## src/rtl/mem_port_arbiter.sv

```systemverilog
// Arbitrates one single-port SRAM between the IF (read-only) and MEM (read/write) requesters.
// Define ARB_ROUND_ROBIN_EN for alternating grants under contention; default is fixed MEM-over-IF.
module mem_port_arbiter #(
  parameter int ADDR_W      = 32,
  parameter int DATA_W      = 32,
  parameter int WAIT_CYCLES = 2
) (
  input  logic              clk,
  input  logic              rst,
  input  logic              if_req,
  input  logic [ADDR_W-1:0] if_addr,
  output logic [DATA_W-1:0] if_rdata,
  output logic              if_ready,
  output logic              if_stall,
  input  logic              mem_rd_req,
  input  logic              mem_wr_req,
  input  logic [ADDR_W-1:0] mem_addr,
  input  logic [DATA_W-1:0] mem_wdata,
  output logic [DATA_W-1:0] mem_rdata,
  output logic              mem_ready,
  output logic              mem_stall,
  output logic              sram_en,
  output logic              sram_we,
  output logic [ADDR_W-1:0] sram_addr,
  output logic [DATA_W-1:0] sram_wdata,
  input  logic [DATA_W-1:0] sram_rdata
);

  typedef enum logic [1:0] {
    ST_IDLE   = 2'd0,
    ST_ACCESS = 2'd1,
    ST_DONE   = 2'd2
  } state_t;

  state_t            r_state;
  state_t            w_next_state;
  logic [3:0]        r_cnt;
  logic              r_gnt_if;
  logic              r_gnt_mem;
  logic              r_we;
  logic [ADDR_W-1:0] r_addr;
  logic [DATA_W-1:0] r_wdata;
  logic [DATA_W-1:0] r_if_rdata;
  logic [DATA_W-1:0] r_mem_rdata;

  logic w_mem_want;
  logic w_any;
  logic w_pick_mem;
  logic w_start;
  logic w_last_cyc;

  assign w_mem_want = mem_rd_req | mem_wr_req;
  assign w_any      = if_req | w_mem_want;
  assign w_start    = (r_state == ST_IDLE) & w_any;
  assign w_last_cyc = (r_state == ST_ACCESS) & (r_cnt == 4'd0);

`ifdef ARB_ROUND_ROBIN_EN
  // 1 = MEM held the previous grant; under contention the other side wins.
  logic r_last_mem;

  assign w_pick_mem = w_mem_want & (~if_req | ~r_last_mem);

  always_ff @(posedge clk or negedge rst) begin
    if (!rst) begin
      r_last_mem <= 1'b0;
    end else if (w_start) begin
      r_last_mem <= w_pick_mem;
    end
  end
`else
  assign w_pick_mem = w_mem_want;
`endif

  always_ff @(posedge clk or negedge rst) begin
    if (!rst) begin
      r_state <= ST_IDLE;
    end else begin
      r_state <= w_next_state;
    end
  end

  always_comb begin
    w_next_state = r_state;
    case (r_state)
      ST_IDLE:   if (w_any) w_next_state = ST_ACCESS;
      ST_ACCESS: if (r_cnt == 4'd0) w_next_state = ST_DONE;
      ST_DONE:   w_next_state = ST_IDLE;
      default:   w_next_state = ST_IDLE;
    endcase
  end

  // Grant and access parameters are frozen at the start of each access.
  always_ff @(posedge clk or negedge rst) begin
    if (!rst) begin
      r_cnt     <= 4'd0;
      r_gnt_if  <= 1'b0;
      r_gnt_mem <= 1'b0;
      r_we      <= 1'b0;
      r_addr    <= '0;
      r_wdata   <= '0;
    end else if (w_start) begin
      r_cnt     <= 4'(WAIT_CYCLES - 1);
      r_gnt_if  <= ~w_pick_mem;
      r_gnt_mem <= w_pick_mem;
      r_we      <= w_pick_mem & mem_wr_req;
      r_addr    <= w_pick_mem ? mem_addr : if_addr;
      r_wdata   <= mem_wdata;
    end else if ((r_state == ST_ACCESS) && (r_cnt != 4'd0)) begin
      r_cnt     <= r_cnt - 4'd1;
    end
  end

  always_ff @(posedge clk or negedge rst) begin
    if (!rst) begin
      r_if_rdata  <= '0;
      r_mem_rdata <= '0;
    end else if (w_last_cyc && !r_we) begin
      if (r_gnt_if)  r_if_rdata  <= sram_rdata;
      if (r_gnt_mem) r_mem_rdata <= sram_rdata;
    end
  end

  // Ready is suppressed when the granted side has already dropped its request.
  assign sram_en    = (r_state == ST_ACCESS);
  assign sram_we    = sram_en & r_we;
  assign sram_addr  = r_addr;
  assign sram_wdata = r_wdata;
  assign if_ready   = (r_state == ST_DONE) & r_gnt_if & if_req;
  assign mem_ready  = (r_state == ST_DONE) & r_gnt_mem & w_mem_want;
  assign if_stall   = if_req & ~if_ready;
  assign mem_stall  = w_mem_want & ~mem_ready;
  assign if_rdata   = r_if_rdata;
  assign mem_rdata  = r_mem_rdata;

endmodule

```

## config.mk

```make
export PLATFORM = sky130hd
export DESIGN_NAME = mem_port_arbiter
export DESIGN_NICKNAME = d
export VERILOG_FILES = /design/src/rtl/mem_port_arbiter.sv
export SDC_FILE = /design/constraint.sdc
export NUM_CORES = 1
export LEC_CHECK = 0
export ABC_AREA = 1
export CAP_MARGIN = 40
export CORE_ASPECT_RATIO = 0.8
export CORE_MARGIN = 4
export CORE_UTILIZATION = 38
export DETAILED_ROUTE_END_ITERATION = 12
export PLACE_DENSITY_LB_ADDON = 0.25
export SKIP_LAST_GASP = 1
export SYNTH_ARGS = -nofsm -noshare
export SYNTH_HDL_FRONTEND = slang
export SYNTH_SLANG_ARGS = --single-unit
```

## constraint.sdc

```tcl
create_clock -name clk -period 1.8 [get_ports clk]
set_clock_uncertainty 0.2 [all_clocks]
set_input_delay 0.45 -clock clk [delete_from_list [all_inputs] [get_ports clk]]
set_output_delay 0.45 -clock clk [all_outputs]
set_load 0.005 [all_outputs]
```

==> results of run 1 <==
metal layers:
metal / vias up / GRT usage / routed length (µm)
li1: 2735 / - / -
met1: 2765 / 0.279 / 8310
met2: 236 / 0.343 / 10400
met3: 21 / 0.0878 / 1950
met4: 0 / 0.0611 / 293
met5: - / 0 / 0
repair_timing:
action | CTS | global route
buffers inserted | 17 | 8
pin swaps | 1 | 7
endpoints found under the setup margin | 134 | 139
hold buffers | 1 | 0
gates cloned | 0 | 11
endpoints found under the hold margin | 46 | 0
resized for setup | 156 | 160
worst min path at each step:
stage | startpoint | end | slack, ps | depth (start not counted)
3_3_place_gp | rst | sram_addr[31] | 150 | 1
4_1_cts | rst | sram_addr[31] | 270 | 2
5_1_grt | if_rdata[3] | if_rdata[3] | 290 | 2
2_1_floorplan | rst | if_rdata[0] | -50 | 0
6_report | if_rdata[3] | if_rdata[3] | 270 | 2
3_5_place_dp | rst | if_rdata[26] | 150 | 1
cell type report:
class                      instances  area share
inverter                          15     0.00636
clock inverter                    13      0.0132
timing repair buffer             330       0.326
multi-input combinational        462       0.247
tap                              184      0.0230
clock buffer                      17      0.0424
sequential                       137       0.342
cells by family after synthesis:
kind of cell / Yosys count
XOR/XNOR: 1
AND/OR/NAND/NOR: 455
AO/OA/AOI/OAI: 4
adder cells (fa/ha/maj): 2
buffers and inverters: 59
flip-flops: 137
synthesized netlist by cell type (all sizes together):
cell,count,area [µm²]
nand4,65,407
nand2,342,1280
inv,15,56.3
ha,2,25.0
nand3,38,200
buf,30,188
a21oi,1,5.00
dfrtp,137,3430
xor2,1,8.76
o22ai,1,6.26
clkbuf,14,52.6
nor2,10,50.1
o21ai,2,10.0
cell usage in the layout (no fill, tap or decap), types with 23 or more instances in the layout:
cell             Yosys  layout
nand3_2              2      23
nand2_2              0      50
clkbuf_16            0      24
buf_4                1      32
dfrtp_1            137     137
nand2_4              0      26
dlygate4sd2_1        0     131
clkdlybuf4s50_1      0     128
nand2_1            342     265
nand4_1             65      65
power groups by stage:
stage | Combinational (mW) | Clock [mW] | Sequential, mW
6_report | 8.51 | 3.32 | 5.60
5_1_grt | 9.33 | 3.51 | 5.78
4_1_cts | 7.15 | 3.37 | 5.48
3_5_place_dp | 7.83 | 0 | 5.54
3_3_place_gp | 7.70 | 0 | 5.53
2_1_floorplan | 3.13 | 0 | 5.60
registers in the layout (all words and copies together), names as in the netlist:
name	cells
if_rdata	32
mem_rdata	32
sram_addr	32
sram_wdata	32
r_cnt	4
r_state	2
r_gnt_if	1
r_gnt_mem	1
r_we	1
per-stage QoR:
step | instance area [µm²] | hold slack [ps]
after floorplan | 5720 | -45.6
after detailed placement | 8710 | 146
after global routing | 10000 | 285
final | 10000 | 266
after CTS | 9240 | 267
after global placement | 8710 | 147
critical path, stage by stage (launching register included):
cell	delay, ps
dfrtp_1	410
buf_6	140
inv_4	60
nand2_4	60
nor2_2	100
buf_2	120
==> metrics.log, run 1 <==
[metrics] run status: complete, but fails checks
[metrics] violated checks: negative setup slack
[metrics] buffer levels on the longest clock path: 2
[metrics] worst reg2reg setup slack: -120 ps
[metrics] Overflow after GRT: 0
[metrics] final estimated routing congestion in global placement: 0.827
[metrics] fillcell total: 1214
[metrics] leak pwr: 5.12 nW
[metrics] number of clock sinks seen by CTS: 137
[metrics] max_cap viols: 0
[metrics] unrepaired setup endpoints after global routing: yes
[metrics] antenna violations before repair: 0
[metrics] TritonCTS Buffers: 17
[metrics] Post-DP HPWL: 13000 µm
[metrics] highest clock frequency the design can meet: 514 MHz
[metrics] PwrDens: 1740 nW/µm²
[metrics] Row Count: 39
[metrics] die outline width: 145 µm
[metrics] worst path arrival time: 1300 ps
[metrics] PnR worst setup slack: -147 ps
[metrics] root buffer selected by CTS: clkbuf_16
[metrics] combinational power share: 0.488
[metrics] starting utilization of the core area: 0.395
[metrics] Finish-stage setup viols: 86
[metrics] Critical path origin: r_state[1]
[metrics] actual slew at the worst max-slew pin: 429 ps
[metrics] simple logic cell fraction of the synthesized area: 0.339
[metrics] Port Buffer Count: 266
[metrics] Diodes inserted: 0
[metrics] multiplexer fraction of the synthesized cell area: 0
[metrics] area taken by flip-flops and latches: 3430 µm²
[metrics] part of the total power dissipated in the clock network: 0.191
[metrics] fin util: 0.692
[metrics] Clk pin slew, worst setup/hold paths: 60 ps
[metrics] Final #Nets: 1098
[metrics] combinational family with the most area after synthesis: simple AND/OR/NAND/NOR gates
[metrics] register bit total from synthesis: 137
[metrics] Final Power: 17.4 mW
[metrics] Total Wirelength: 21000 µm
[metrics] Seq/Total Area, Yosys: 0.599
[metrics] compound-gate portion of the synthesized area: 0.00372
[metrics] Post-Synthesis Net Count: 793
[metrics] endpoint type of the worst setup path: output port
[metrics] maximum number of pins on one net before global-route repair: 49
[metrics] Hold Crit Class: reg2reg
[metrics] r2r endpoint: mem_rdata[21]
[metrics] setup TNS: -6090 ps
[metrics] first-pass GRT wire length: 29900 µm
[metrics] Cell variety after synth: 19
[metrics] R2R Path Start: r_state[1]
[metrics] minimum clock period: 1950 ps
[metrics] number of iterations in the first detailed-routing pass: 5
[metrics] fraction of final layout cells sized beyond drive strength 1: 0.221
[metrics] CTS tree: built
[metrics] drt first-iter violations: 344
[metrics] peak supply drop: 0.000914 V
[metrics] part of the cycle the worst path needs: 1.08
[metrics] headroom to the max-slew limit: 0.714
[metrics] logic depth of the worst register-to-register path: 11
[metrics] layout overhead on the synthesized area: 75.3%
[metrics] clock insertion delay at the later pin of the skew report: 410 ps
[metrics] internal power contribution: 10.8 mW
[metrics] largest fanout on the critical path: 3
[metrics] io pins: 267
[metrics] number of vias in the routed layout: 5757
[metrics] Remaining DRCs: 0
[metrics] capture point of the critical path: sram_we
[metrics] detailed-route vias per instance: 4.97
[metrics] XOR/XNOR share of the synthesized area: 0.00153
[metrics] routed len/inst: 18.1 µm
[metrics] number of hold violations in the final report: 0
[metrics] final slew viol count: 0
[metrics] adder-cell share of the synthesized area: 0.00437
[metrics] area inside the core boundary: 14500 µm²
[metrics] net switching power figure: 6.63 mW
[metrics] Total Die Area: 17100 µm²
[metrics] required time at the endpoint of the critical path: 1150 ps
[metrics] Mean Syn Cell Area: 8.69 µm²
[metrics] vertical die dimension: 118 µm
[metrics] worst slack after detailed placement: -513 ps
[metrics] post-route antenna net violation count: 0
[metrics] Mapped Area: 5720 µm²
[metrics] type of the worst setup path: reg2out
[metrics] total routing usage reported by global routing: 0.218
[metrics] total placed cells including tap cells: 1093
[metrics] maximum level of the CTS H-tree: 4
[metrics] number of global-route vias before repair: 5533
[metrics] Yosys Warn Count: 0
[metrics] final std cells w/o fill: 1158
[metrics] cell count after synthesis: 658
[metrics] CP Launch Type: flop
[metrics] area of combinational cells with multiple inputs: 2480 µm²
[metrics] switching share of total power: 0.381
[metrics] register share of total power: 0.321
Power figures use the tool's default switching activity.
==> run 2, diff against run 1 <==
- CORE_UTILIZATION: 38 -> 41
==> run 2 against run 1 <==
Compared with the run above:
- the run still ends with negative setup slack left
- non-clock buffer count shrank 14
- sequential cell count is the same
- critical path depth is the same
- largest power group unchanged
==> metrics.log, run 2 (synthesis gave the netlist of run 1 again) <==
[metrics] vertical die dimension: 114 µm (-3.5%)
[metrics] number of hold violations in the final report: 0 (unchanged)
[metrics] maximum level of the CTS H-tree: 4 (unchanged)
[metrics] fraction of final layout cells sized beyond drive strength 1: 0.126 (-0.0946)
[metrics] highest clock frequency the design can meet: 518 MHz (+0.86%)
[metrics] largest fanout on the critical path: 3 (unchanged)
[metrics] internal power contribution: 10.6 mW (-1.3%)
[metrics] run status: complete, but fails checks
[metrics] slowest stage delay, CP: 420 ps (about the same)
[metrics] number of vias in the routed layout: 5682 (-1.3%)
[metrics] io pins: 267 (unchanged)
[metrics] Diodes inserted: 0 (unchanged)
[metrics] fillcell total: 1127 (-7.2%)
[metrics] first-pass GRT wire length: 28900 µm (-3.3%)
[metrics] Post-DP HPWL: 12700 µm (-2.7%)
[metrics] starting utilization of the core area: 0.421 (+0.0260)
[metrics] peak supply drop: 0.000749 V (-18%)
[metrics] area inside the core boundary: 13600 µm² (-6.2%)
[metrics] Port Buffer Count: 266 (unchanged)
[metrics] final slew viol count: 0 (unchanged)
[metrics] buffer levels on the longest clock path: 2 (unchanged)
[metrics] drt first-iter violations: 297 (-14%)
[metrics] unrepaired setup endpoints after global routing: yes
[metrics] net switching power figure: 6.19 mW (-6.7%)
[metrics] headroom to the max-slew limit: 0.719 (+0.00444)
[metrics] Overflow after GRT: 0 (unchanged)
[metrics] final estimated routing congestion in global placement: 0.817 (-1.2%)
[metrics] actual slew at the worst max-slew pin: 422 ps (-6.66 ps)
[metrics] Total Wirelength: 19200 µm (-8.6%)
[metrics] commonest cells after routing, fill and taps aside: 324 x nand2_1, 137 x dfrtp_1, 131 x dlygate4sd2_1
[metrics] most used routing layer: met2
[metrics] layout overhead on the synthesized area: 66.8%
[metrics] type of the worst setup path: reg2out
[metrics] required time at the endpoint of the critical path: 1150 ps (about the same)
[metrics] antenna violations before repair: 0 (unchanged)
[metrics] met1 track demand over resource: 0.291 (+0.0118)
[metrics] number of clock sinks seen by CTS: 137 (unchanged)
[metrics] Row Count: 38 (-2.6%)
[metrics] routed len/inst: 16.8 µm (-7.1%)
[metrics] max_cap viols: 0 (unchanged)
[metrics] minimum clock period: 1930 ps (-16.5 ps)
[metrics] post-route antenna net violation count: 0 (unchanged)
[metrics] CP Launch Type: flop
[metrics] met2 Resource Use GR: 0.367 (+0.0243)
[metrics] fin util: 0.702 (+0.00972)
[metrics] part of the total power dissipated in the clock network: 0.214 (+0.023)
[metrics] Clk pin slew, worst setup/hold paths: 60 ps (about the same)
[metrics] maximum number of pins on one net before global-route repair: 51 (+4.1%)
[metrics] detailed-route vias per instance: 4.99 (+0.34%)
[metrics] PnR worst setup slack: -130 ps (+16.5 ps)
[metrics] number of iterations in the first detailed-routing pass: 5 (unchanged)
[metrics] area taken by flip-flops and latches: 3430 µm² (unchanged)
[metrics] clock insertion delay at the later pin of the skew report: 400 ps (about the same)
[metrics] met3 track demand over resource in global routing: 0.0817 (-0.00603)
[metrics] Remaining DRCs: 0 (unchanged)
[metrics] Total Die Area: 15900 µm² (-6.9%)
[metrics] PwrDens: 1770 nW/µm² (+1.6%)
[metrics] leak pwr: 4.85 nW (-5.3%)
[metrics] switching share of total power: 0.368 (-0.0130)
[metrics] violated checks: negative setup slack
[metrics] combinational power share: 0.459 (-0.029)
[metrics] critical-path cell list: buf_6 -> inv_4 -> nand2_4 -> nor2_1 -> buf_2
[metrics] root buffer selected by CTS: clkbuf_16
[metrics] total routing usage reported by global routing: 0.228 (+0.0101)
[metrics] cell with the largest stage delay on the worst path: dfrtp_1
[metrics] endpoint type of the worst setup path: output port
[metrics] most common cell after layout, fill and taps aside: nand2_1
[metrics] part of the cycle the worst path needs: 1.07 (-0.00919)
[metrics] CTS tree: built
[metrics] Finish-stage setup viols: 7 (-92%)
[metrics] register share of total power: 0.328 (+0.007)
[metrics] die outline width: 140 µm (-3.5%)
[metrics] number of global-route vias before repair: 5510 (-0.42%)
[metrics] Final #Nets: 1084 (-1.3%)
[metrics] worst path arrival time: 1280 ps (-20 ps)
[metrics] area of combinational cells with multiple inputs: 2130 µm² (-14%)
[metrics] setup TNS: -481 ps (+5610 ps)
[metrics] TritonCTS Buffers: 17 (unchanged)
[metrics] Hold Crit Class: in2async
-- run 2: power groups by stage --
stage | registers (mW) | clock network, mW | logic [mW]
floorplan | 5.60 | 0 | 3.13
global placement | 5.52 | 0 | 7.68
detailed placement | 5.55 | 0 | 7.81
CTS | 5.49 | 3.67 | 7.13
global route | 5.72 | 3.80 | 8.52
finish | 5.52 | 3.60 | 7.72
-- run 2: area by class of cell --
type,instances,area share
sequential,137,0.359
timing repair buffer,316,0.325
multi-input combinational,462,0.223
clock buffer,17,0.0446
tap,180,0.0236
clock inverter,12,0.0186
inverter,15,0.00616
-- run 2: worst max-delay path, delay by kind of cell, from the launching register on --
family                 cells  cell delay [ps]
buffers and inverters      3              320
DFF                        1              420
and+or+nand+nor            2              130
-- run 2: path summary, 6_finish.rpt --
kind                               start            end  slack, ps  depth (start not counted)
max                           r_state[1]        sram_we       -130                          5
min                                  rst   if_rdata[25]        260                          2
max reg2reg                     r_cnt[1]   mem_rdata[0]          0                          9
min reg2reg                mem_rdata[10]  mem_rdata[10]        260                          2
max in group asynchronous            rst  mem_rdata[29]        600                          3
min in group clk           mem_rdata[10]  mem_rdata[10]        260                          2
-- run 2: what timing repair did --
action	in CTS	in global routing
pin swaps	5	7
setup buffers	13	5
cloned	0	6
hold buffers	1	0
hold endpoints to repair	104	0
endpoints found under the setup margin	134	139
resized for setup	162	44
-- run 2: metrics by stage --
| step | std cells | setup WS (ps) | power, mW | area, µm² | hold slack, ps |
|---|---|---|---|---|---|
| 6_report | 1139 | -130 | 16.8 | 9540 | 261 |
| 2_1_floorplan | 658 | 239 | 8.73 | 5720 | -45.6 |
| 5_1_grt | 1139 | -191 | 18.0 | 9540 | 266 |
| 4_1_cts | 1131 | -173 | 16.3 | 9260 | 252 |
| 3_5_place_dp | 1088 | -524 | 13.4 | 8690 | 111 |
| 3_3_place_gp | 1088 | -509 | 13.2 | 8690 | 113 |
-- run 2: per-layer routing --
layer	vias to the layer above	share of wire
li1	2714	-
met1	2713	0.41
met2	231	0.48
met3	24	0.095
met4	0	0.018
met5	-	0
